<file path="src/rtl/p16_mod_sub_pipe_if.sv">
// p16_mod_sub_pipe_if: operand/result handshake bundle for the modulo (2^WIDTH-1) subtractor.
// Signals: in_valid/in_ready/a/b (operand side), out_valid/out_ready/diff/diff_zero (result side).
// Modports: master drives operands and out_ready; slave is the subtractor itself.
interface p16_mod_sub_pipe_if #(
  parameter int WIDTH = 16
) ();
  logic             in_valid;
  logic             in_ready;
  logic [WIDTH-1:0] a;
  logic [WIDTH-1:0] b;
  logic             out_valid;
  logic             out_ready;
  logic [WIDTH-1:0] diff;
  logic             diff_zero;

  modport master (
    output in_valid, a, b, out_ready,
    input  in_ready, out_valid, diff, diff_zero
  );

  modport slave (
    input  in_valid, a, b, out_ready,
    output in_ready, out_valid, diff, diff_zero
  );
endinterface

</file>
<file path="src/rtl/p16_mod_sub_pipe.sv">
// p16_mod_sub_pipe: pipelined modulo (2^WIDTH-1) subtractor, diff = a + ~b summed with an
// end-around (cyclic) parallel-prefix carry tree split across three register stages.
// Ports: clk; rst (synchronous, active-high); io = slave side of p16_mod_sub_pipe_if
//   (a/b/in_valid/out_ready in; in_ready/out_valid/diff/diff_zero out).
// Latency 3 cycles accept-to-out_valid, one result per cycle. Each stage loads when empty or
// when its contents move on, so a stalled output lets the pipe fill (3 in flight) before in_ready drops.
module p16_mod_sub_pipe #(
  parameter int WIDTH     = 16,
  parameter bit NORMALIZE = 1'b1
) (
  input  logic              clk,
  input  logic              rst,
  p16_mod_sub_pipe_if.slave io
);
  localparam int L  = $clog2(WIDTH);
  // Prefix levels done in S2; the rest are done in S3.
  localparam int LH = (L + 1) / 2;

  // Cyclic rotate: result bit i takes v[(i - s) mod WIDTH], i.e. the carry from s places below.
  function automatic logic [WIDTH-1:0] rotl(input logic [WIDTH-1:0] v, input int s);
    return (v << s) | (v >> (WIDTH - s));
  endfunction

  logic             s1_v, s2_v, s3_v;
  logic [WIDTH-1:0] s1_g, s1_p, s1_x;
  logic [WIDTH-1:0] s2_g, s2_p, s2_x;
  logic [WIDTH-1:0] diff_q;
  logic             zero_q;
  logic             ld1, ld2, ld3;

  // Load enables chain back from the output: a stage takes new data when it is empty or
  // when the stage after it is loading this cycle.
  assign ld3 = !s3_v || io.out_ready;
  assign ld2 = !s2_v || ld3;
  assign ld1 = !s1_v || ld2;

  assign io.in_ready  = ld1 && !rst;
  assign io.out_valid = s3_v;
  assign io.diff      = diff_q;
  assign io.diff_zero = zero_q;

  // S1 operands: subtraction as addition of the one's complement.
  logic [WIDTH-1:0] y;
  assign y = ~io.b;

  // S2: lower half of the cyclic prefix tree.
  logic [WIDTH-1:0] g_lo, p_lo;
  always_comb begin
    g_lo = s1_g;
    p_lo = s1_p;
    for (int k = 0; k < LH; k++) begin
      g_lo = g_lo | (p_lo & rotl(g_lo, 1 << k));
      p_lo = p_lo & rotl(p_lo, 1 << k);
    end
  end

  // S3: remaining prefix levels, then the carry into bit i is the group generate of bit i-1
  // wrapping around, which is what makes the sum end-around.
  logic [WIDTH-1:0] g_hi, p_hi, sum, diff_nxt;
  logic             zero_nxt;
  always_comb begin
    g_hi = s2_g;
    p_hi = s2_p;
    for (int k = LH; k < L; k++) begin
      g_hi = g_hi | (p_hi & rotl(g_hi, 1 << k));
      p_hi = p_hi & rotl(p_hi, 1 << k);
    end
    sum = s2_x ^ rotl(g_hi, 1);
    // All-ones is the second encoding of zero (a == b gives it).
    if (NORMALIZE && (&sum)) diff_nxt = '0;
    else                     diff_nxt = sum;
    zero_nxt = (diff_nxt == '0) || (&diff_nxt);
  end

  // Valid bits and the output registers are the only reset state.
  always_ff @(posedge clk) begin
    if (rst) begin
      s1_v   <= 1'b0;
      s2_v   <= 1'b0;
      s3_v   <= 1'b0;
      diff_q <= '0;
      zero_q <= 1'b0;
    end else begin
      if (ld1) s1_v <= io.in_valid;
      if (ld2) s2_v <= s1_v;
      if (ld3) begin
        s3_v <= s2_v;
        if (s2_v) begin
          diff_q <= diff_nxt;
          zero_q <= zero_nxt;
        end
      end
    end
  end

  // Datapath registers: contents are only meaningful under their stage's valid bit.
  always_ff @(posedge clk) begin
    if (ld1) begin
      s1_g <= io.a & y;
      s1_p <= io.a | y;
      s1_x <= io.a ^ y;
    end
    if (ld2) begin
      s2_g <= g_lo;
      s2_p <= p_lo;
      s2_x <= s1_x;
    end
  end
endmodule

</file>
<file path="src/flat_wrapper.sv">
// flat-port wrapper written by rule: the top's interface ports become plain ports
module p16_mod_sub_pipe_flat 
#(
  parameter int WIDTH     = 16,
  parameter bit NORMALIZE = 1'b1
)
  (clk, rst, io_in_valid, io_a, io_b, io_out_ready, io_in_ready, io_out_valid, io_diff, io_diff_zero);
  p16_mod_sub_pipe_if #(.WIDTH(WIDTH)) io_i ();
  input  logic clk;
  input  logic rst;
  input wire logic [$bits(io_i.in_valid)-1:0] io_in_valid;
  input wire logic [$bits(io_i.a)-1:0] io_a;
  input wire logic [$bits(io_i.b)-1:0] io_b;
  input wire logic [$bits(io_i.out_ready)-1:0] io_out_ready;
  output wire logic [$bits(io_i.in_ready)-1:0] io_in_ready;
  output wire logic [$bits(io_i.out_valid)-1:0] io_out_valid;
  output wire logic [$bits(io_i.diff)-1:0] io_diff;
  output wire logic [$bits(io_i.diff_zero)-1:0] io_diff_zero;
  assign io_i.in_valid = io_in_valid;
  assign io_i.a = io_a;
  assign io_i.b = io_b;
  assign io_i.out_ready = io_out_ready;
  assign io_in_ready = io_i.in_ready;
  assign io_out_valid = io_i.out_valid;
  assign io_diff = io_i.diff;
  assign io_diff_zero = io_i.diff_zero;
  p16_mod_sub_pipe #(.WIDTH(WIDTH), .NORMALIZE(NORMALIZE)) u_core (.clk(clk), .rst(rst), .io(io_i));
endmodule
</file>
<file path="config.mk">
export PLATFORM = sky130hd
export DESIGN_NAME = p16_mod_sub_pipe_flat
export DESIGN_NICKNAME = d
export VERILOG_FILES = /design/src/rtl/p16_mod_sub_pipe_if.sv /design/src/rtl/p16_mod_sub_pipe.sv /design/src/flat_wrapper.sv
export SDC_FILE = /design/constraint.sdc
export NUM_CORES = 1
export LEC_CHECK = 0
export ABC_AREA = 1
export BUFFER_PORTS_ARGS = -buffer_cell sky130_fd_sc_hd__buf_2
export CORE_AREA = 2 2 150 152
export DETAILED_ROUTE_END_ITERATION = 8
export DIE_AREA = 0 0 152 154
export GPL_TIMING_DRIVEN = 0
export PLACE_DENSITY = 0.49
export SLEW_MARGIN = 10
export SYNTH_ARGS = -nofsm -noshare
export SYNTH_HDL_FRONTEND = slang
export SYNTH_SLANG_ARGS = --single-unit
</file>
<file path="constraint.sdc">
create_clock -name clk -period 1.8 [get_ports clk]
set_input_delay 0.18 -clock clk [delete_from_list [all_inputs] [get_ports clk]]
set_output_delay 0.18 -clock clk [all_outputs]
set_load 0.01 [all_outputs]
</file>
Word level (Yosys, flattened, before mapping)

Index checks and enable logic that the tools add are counted.

Muxes and demuxes: 1
Reduce and logical (&&, ||, !) cells: 13
Bitwise gates (word level): 24

Operators by type and width:

| kind              | number |
|---|---|
| $and 16x16->16    | 8 |
| $or 16x16->16     | 5 |
| $or 16x1->16      | 3 |
| $or 16x2->16      | 2 |
| $or 16x4->16      | 2 |
| $reduce_and 16->1 | 2 |
| $xor 16x16->16    | 2 |
| $logic_not 16->1  | 1 |
| $mux 16           | 1 |
| $not 16->16       | 1 |
| $or 16x8->16      | 1 |
| $logic_not 1->1   | 4 |
| $logic_or 1x1->1  | 4 |
| $reduce_and 2->1  | 1 |
| $logic_and 1x1->1 | 1 |

Output and inout bits: 19
Register bits after elaboration: 116
Word-level logic and storage cells: 49
Input bits: 36

Logic depth before layout (Yosys ltp)

Word-level depth: 12
Mapped depth: 16
Depth with buffers taken out: 15

Worst setup path before layout

Ideal clock, no wire load.

Path type: register to register
From: reg u_core.s3_v (netlist: u_core.io.out_valid)
To: reg u_core.s1_g[0], enable pin
Setup time: 0.593 ns
Slack: -0.238 ns
Period minus slack after synthesis: 2.038 ns
Data arrival time: 1.445 ns
Cell stages (with the launch flop): 4
Data required time: 1.207 ns
Path buffers: 0
Cell sequence: dfxtp_1 > nand2_1 > nor2_1 > nand2_1

Longest elaborated chain between the ends: 4

Ends and longest elaborated chain:

| what                     | line                   | RTL |
|---|---|---|
| start: declaration       | p16_mod_sub_pipe.sv:24 | `logic s1_v, s2_v, s3_v;` |
| start signal: assignment | p16_mod_sub_pipe.sv:87 | `s3_v <= s2_v;` |
| $logic_not 1->1          | p16_mod_sub_pipe.sv:33 | `assign ld3 = !s3_v \|\| io.out_ready;` |
| $logic_or 1x1->1         | p16_mod_sub_pipe.sv:33 |  |
| $logic_or 1x1->1         | p16_mod_sub_pipe.sv:34 | `assign ld2 = !s2_v \|\| ld3;` |
| $logic_or 1x1->1         | p16_mod_sub_pipe.sv:35 | `assign ld1 = !s1_v \|\| ld2;` |
| end signal: assignment   | p16_mod_sub_pipe.sv:99 | `s1_g <= io.a & y;` |
| end: declaration         | p16_mod_sub_pipe.sv:25 | `logic [WIDTH-1:0] s1_g, s1_p, s1_x;` |

Every way passes these cells.
A chain may end at the register's enable or synchronous reset.

Final worst setup path

From: reg u_core.s2_p[9]
To: reg u_core.zero_q (netlist: u_core.io.diff_zero)

Longest elaborated chain between the ends: 11
Elaborated cells on any way between the ends: 14
Classes of those cells: mux (1); bitwise (9); reduce/logical (4)

Ends and longest elaborated chain:

| what                                                         | line                    | RTL |
|---|---|---|
| start: declaration                                           | p16_mod_sub_pipe.sv:26  | `logic [WIDTH-1:0] s2_g, s2_p, s2_x;` |
| start signal: assignment                                     | p16_mod_sub_pipe.sv:105 | `s2_p <= p_lo;` |
| $and 16x16->16                                               | p16_mod_sub_pipe.sv:65  | `g_hi = g_hi \| (p_hi & rotl(g_hi, 1 << k));` |
| $or 16x16->16                                                | p16_mod_sub_pipe.sv:65  |  |
| $or 16x8->16                                                 | p16_mod_sub_pipe.sv:21  | `return (v << s) \| (v >> (WIDTH - s));` |
| $and 16x16->16                                               | p16_mod_sub_pipe.sv:65  |  |
| $or 16x16->16 (*)                                            | p16_mod_sub_pipe.sv:65  |  |
| $or 16x1->16 (*)                                             | p16_mod_sub_pipe.sv:21  |  |
| $xor 16x16->16 (*)                                           | p16_mod_sub_pipe.sv:68  | `sum = s2_x ^ rotl(g_hi, 1);` |
| $reduce_and 16->1                                            | p16_mod_sub_pipe.sv:70  | `if (NORMALIZE && (&sum)) diff_nxt = '0;` |
| $mux 16 (*)                                                  | p16_mod_sub_pipe.sv:70  |  |
| $logic_not 16->1 / $reduce_and 16->1 (equally long branches) | p16_mod_sub_pipe.sv:72  | `zero_nxt = (diff_nxt == '0) \|\| (&diff_nxt);` |
| $logic_or 1x1->1 (*)                                         | p16_mod_sub_pipe.sv:72  |  |
| end signal: assignment                                       | p16_mod_sub_pipe.sv:90  | `zero_q <= zero_nxt;` |
| end: declaration                                             | p16_mod_sub_pipe.sv:28  | `logic zero_q;` |

Every way passes the cells marked *; elsewhere a longest branch is shown, timed or not.

==> results.toml <==
[run_status]
outcome = "complete, but fails checks"
violations = "setup timing"

[floorplanning]
fp-row-count = 54
ios = 55
dieHeight_microns = 154
dieArea_sq_um = 23410
core_area_sq_um = 21690
start_util_pct = 24.89
die_x_microns = 152

[place]
routabilityCongestion = 0.7731
place_area_sq_um = 6027
io_buffers = 54
hpwl_mm = 8.616
dp_slack_ps = -317.8

[sta]
rsz0062_at_grt = "yes"
fin_worst_skew_ps = 9.039
max_freq_mhz = 543.4
period_needed_ps = 1840
maxSlewViolCount = 0
relSlewSlack_pct = 60.78
fin_ws_ps = -40.19
fin_crit_sh_pct = 102.2
hold_viol_final = 0
tightest_slew_ps = 587.1
final-setup-viol-count = 1

[setup_path]
worstPathMaxFanout = 6
worstPathArrival_ps = 2180
path_buf_inv = 1
critical_path_depth = 16
rr_endpoint = "u_core.io.diff_zero$_SDFFE_PP0P_"
setup.worst_path.start = "u_core.s2_p[9]$_DFFE_PP_"
cp_cell_sequence = "nand2_1, nand2_1, nand2_1, nand2_1, nand2_1, nand2_2, nor2_1, nand2_1, nor2_2, nand2_2, buf_6, o21ai_2, nand2_1, nor2_1, nand2_1, a21oi_2"
cp.required_ps = 2140
path_delay_family = "simple AND/OR/NAND/NOR gates"
r2r-start = "u_core.s2_p[9]$_DFFE_PP_"
rr_worst_depth = 16
critPathCapture = "u_core.io.diff_zero$_SDFFE_PP0P_"
startpoint_type = "flip-flop"
crit_type = "flip-flop to flip-flop"
rrSetupSlack_ps = -40
crit_slowest_cell = "edfxtp_1"
slowest_delay_ps = 410
cp-end-kind = "flip-flop"
crit_top_cell = "nand2_1"

[yosys]
async_flop_share_pct = 0
ys_warn_count = 0
synth_enable_flop_cells = 96
yosys_most_used_dff = "edfxtp_1"
synthTopCellsByArea = "edfxtp_1 53%, nand2_1 11%, inv_1 8.1%, dfxtp_1 7.4%, ha_1 7.4%"
syn_area_per_cell_sq_um = 9.761
synth_nets = 621
yosysMostFrequentCell = "nand2_1"
ys_seq_area_share_pct = 60.83
synth-seq-cells = 116
syn_inst = 553
yosysTopAreaCell = "edfxtp_1"
yosysTopAreaCellShare_pct = 53.41
synthDistinctLibCells = 19
synth_common_cells = "154 x nand2_1, 117 x inv_1, 96 x edfxtp_1"
syn_area_sq_um = 5398

[clocking]
htree_levels = 4
clk_pin_slew_ps = 50
clock-sinks = 116
cts_tree = "done"
cts_buffers = 17
cts-root-buf = "clkbuf_16"
clkLatencyLatePin_ps = 410
cts_buffer_depth = 2

[finish]
finalNetCount = 704
num_antenna_cells = 0
syn2layout_area_growth_pct = 25.24
multi_input_area_sq_um = 1768
drive_gt1_share_pct = 21.91
final_core_util_pct = 31.17
nFillCells = 2233
seq_area_sq_um = 3284
fin_area_sq_um = 6760

[detailed_routing]
drt_wl_total_mm = 11.87
firstDrtPassIters = 4
vias = 3672
via_per_inst = 3.957
drc_errors = 0
first_iter_violations = 235
ant_nets = 0
avgRoutedWirePerCell_microns = 12.79

[power_and_ir_drop]
p_per_area_nw_per_um2 = 1042
power_leakage_nw = 3.278
vdd_ir_drop_max_mv = 0.6249

[global_routing]
grt_max_degree = 26
overflow = 0
grtUsageTotal_pct = 10.39
grt_pass1_wl_mm = 18.44
grt_pass1_vias = 3553
antenna_found_initial = 0

[hold_path]
worstHoldPathType = "input port to flip-flop"

[flow_run]
cap_viol_max_count = 0
-- worst min path at each step --
stage                startpoint  cells after the start                                to  slack (ps)
floorplan                   rst                      1  u_core.io.out_valid$_SDFFE_PP0N_         250
global placement            rst                      2  u_core.io.out_valid$_SDFFE_PP0N_         390
detailed placement          rst                      2          u_core.s1_v$_SDFFE_PP0N_         390
CTS                 io_in_valid                      3          u_core.s1_v$_SDFFE_PP0N_           9
global route        io_in_valid                      3          u_core.s1_v$_SDFFE_PP0N_          10
finish              io_in_valid                      3          u_core.s1_v$_SDFFE_PP0N_          10
-- area by class of cell --
cell class | count | share of cell area (%)
buffer | 6 | 0.5552
clock buffer | 19 | 6.404
clock inverter | 12 | 1.351
inverter | 119 | 6.663
multi-input combinational | 314 | 26.15
sequential | 116 | 48.58
tap | 280 | 5.182
timing repair buffer | 61 | 4.997
timing repair inverter | 1 | 0.1110
-- cells in the final DEF (no fill, tap or decap), drive strengths merged --
master / synthesis / routed
clkinv: 0 / 8
edfxtp: 96 / 96
clkbuf: 4 / 23
ha: 32 / 32
nand3b: 15 / 15
dlygate4sd3: 0 / 1
o21a: 1 / 1
o21ai: 41 / 41
clkinvlp: 0 / 5
nand3: 1 / 1
inv: 119 / 118
nand2: 157 / 159
a21oi: 36 / 36
dfxtp: 20 / 20
nor2: 29 / 29
buf: 2 / 62
bufinv: 0 / 1
-- timing repair --
item,in CTS,in global routing
resized for setup,12,33
pin swaps,10,17
hold buffers,1,0
endpoints found under the setup margin,108,18
buffers inserted,3,3
cloned,2,1
endpoints found under the hold margin,2,0
-- where the power goes --
| group | total (mW) | leakage, nW | internal [mW] | switching (mW) |
|---|---|---|---|---|
| logic | 0.754 | 1.84 | 0.294 | 0.460 |
| clock network | 2.99 | 0.249 | 1.86 | 1.14 |
| registers | 3.30 | 1.19 | 3.15 | 0.143 |
| total | 7.05 | 3.28 | 5.30 | 1.74 |
-- per-layer routing --
metal  global-route usage [%]  wire [microns]  vias to the layer above
met3                    2.452             398                       16
li1                         -               -                     1934
met1                    13.50            5820                     1653
met2                    16.28            5430                       69
met5                        0               0                        -
met4                    5.118             221                        0
-- registers in the layout, summed over array words and instances (netlist names), 16 cells and up --
register        count
u_core.io.diff     16
u_core.s1_g        16
u_core.s1_x        16
u_core.s2_p        16
u_core.s2_x        16
u_core.s2_g        16
u_core.s1_p        16
-- kinds of logic (layout without fill, tap and decap cells) --
family	after synthesis	after routing	synth area share [%]
AND/OR/NAND/NOR	202	204	15.35
buffers and inverters	125	218	8.855
AO/OA/AOI/OAI	78	78	7.557
adder cells (fa/ha/maj)	32	32	7.418
flip-flops	116	116	60.83
-- worst register-to-register path, stage by stage, from the launching register on --
cell	delay (ps)
edfxtp_1	410
nand2_1	80
nand2_1	70
nand2_1	90
nand2_1	50
nand2_1	60
nand2_2	80
nor2_1	110
nand2_1	70
nor2_2	110
nand2_2	100
buf_6	150
o21ai_2	50
nand2_1	60
nor2_1	110
nand2_1	80
a21oi_2	110
-- per-stage QoR --
stage          power, mW  hold slack, ps  instances  TNS [ps]
2_1_floorplan      3.751           249.1        553         0
3_3_place_gp       4.030           385.3        887    -20490
3_5_place_dp       4.037           386.0        887    -20610
4_1_cts            7.075           9.327        924    -78.19
5_1_grt            7.394           12.97        928     -1997
6_report           7.046           14.30        928    -40.19
Note: power is estimated with default switching activity, not from simulation.
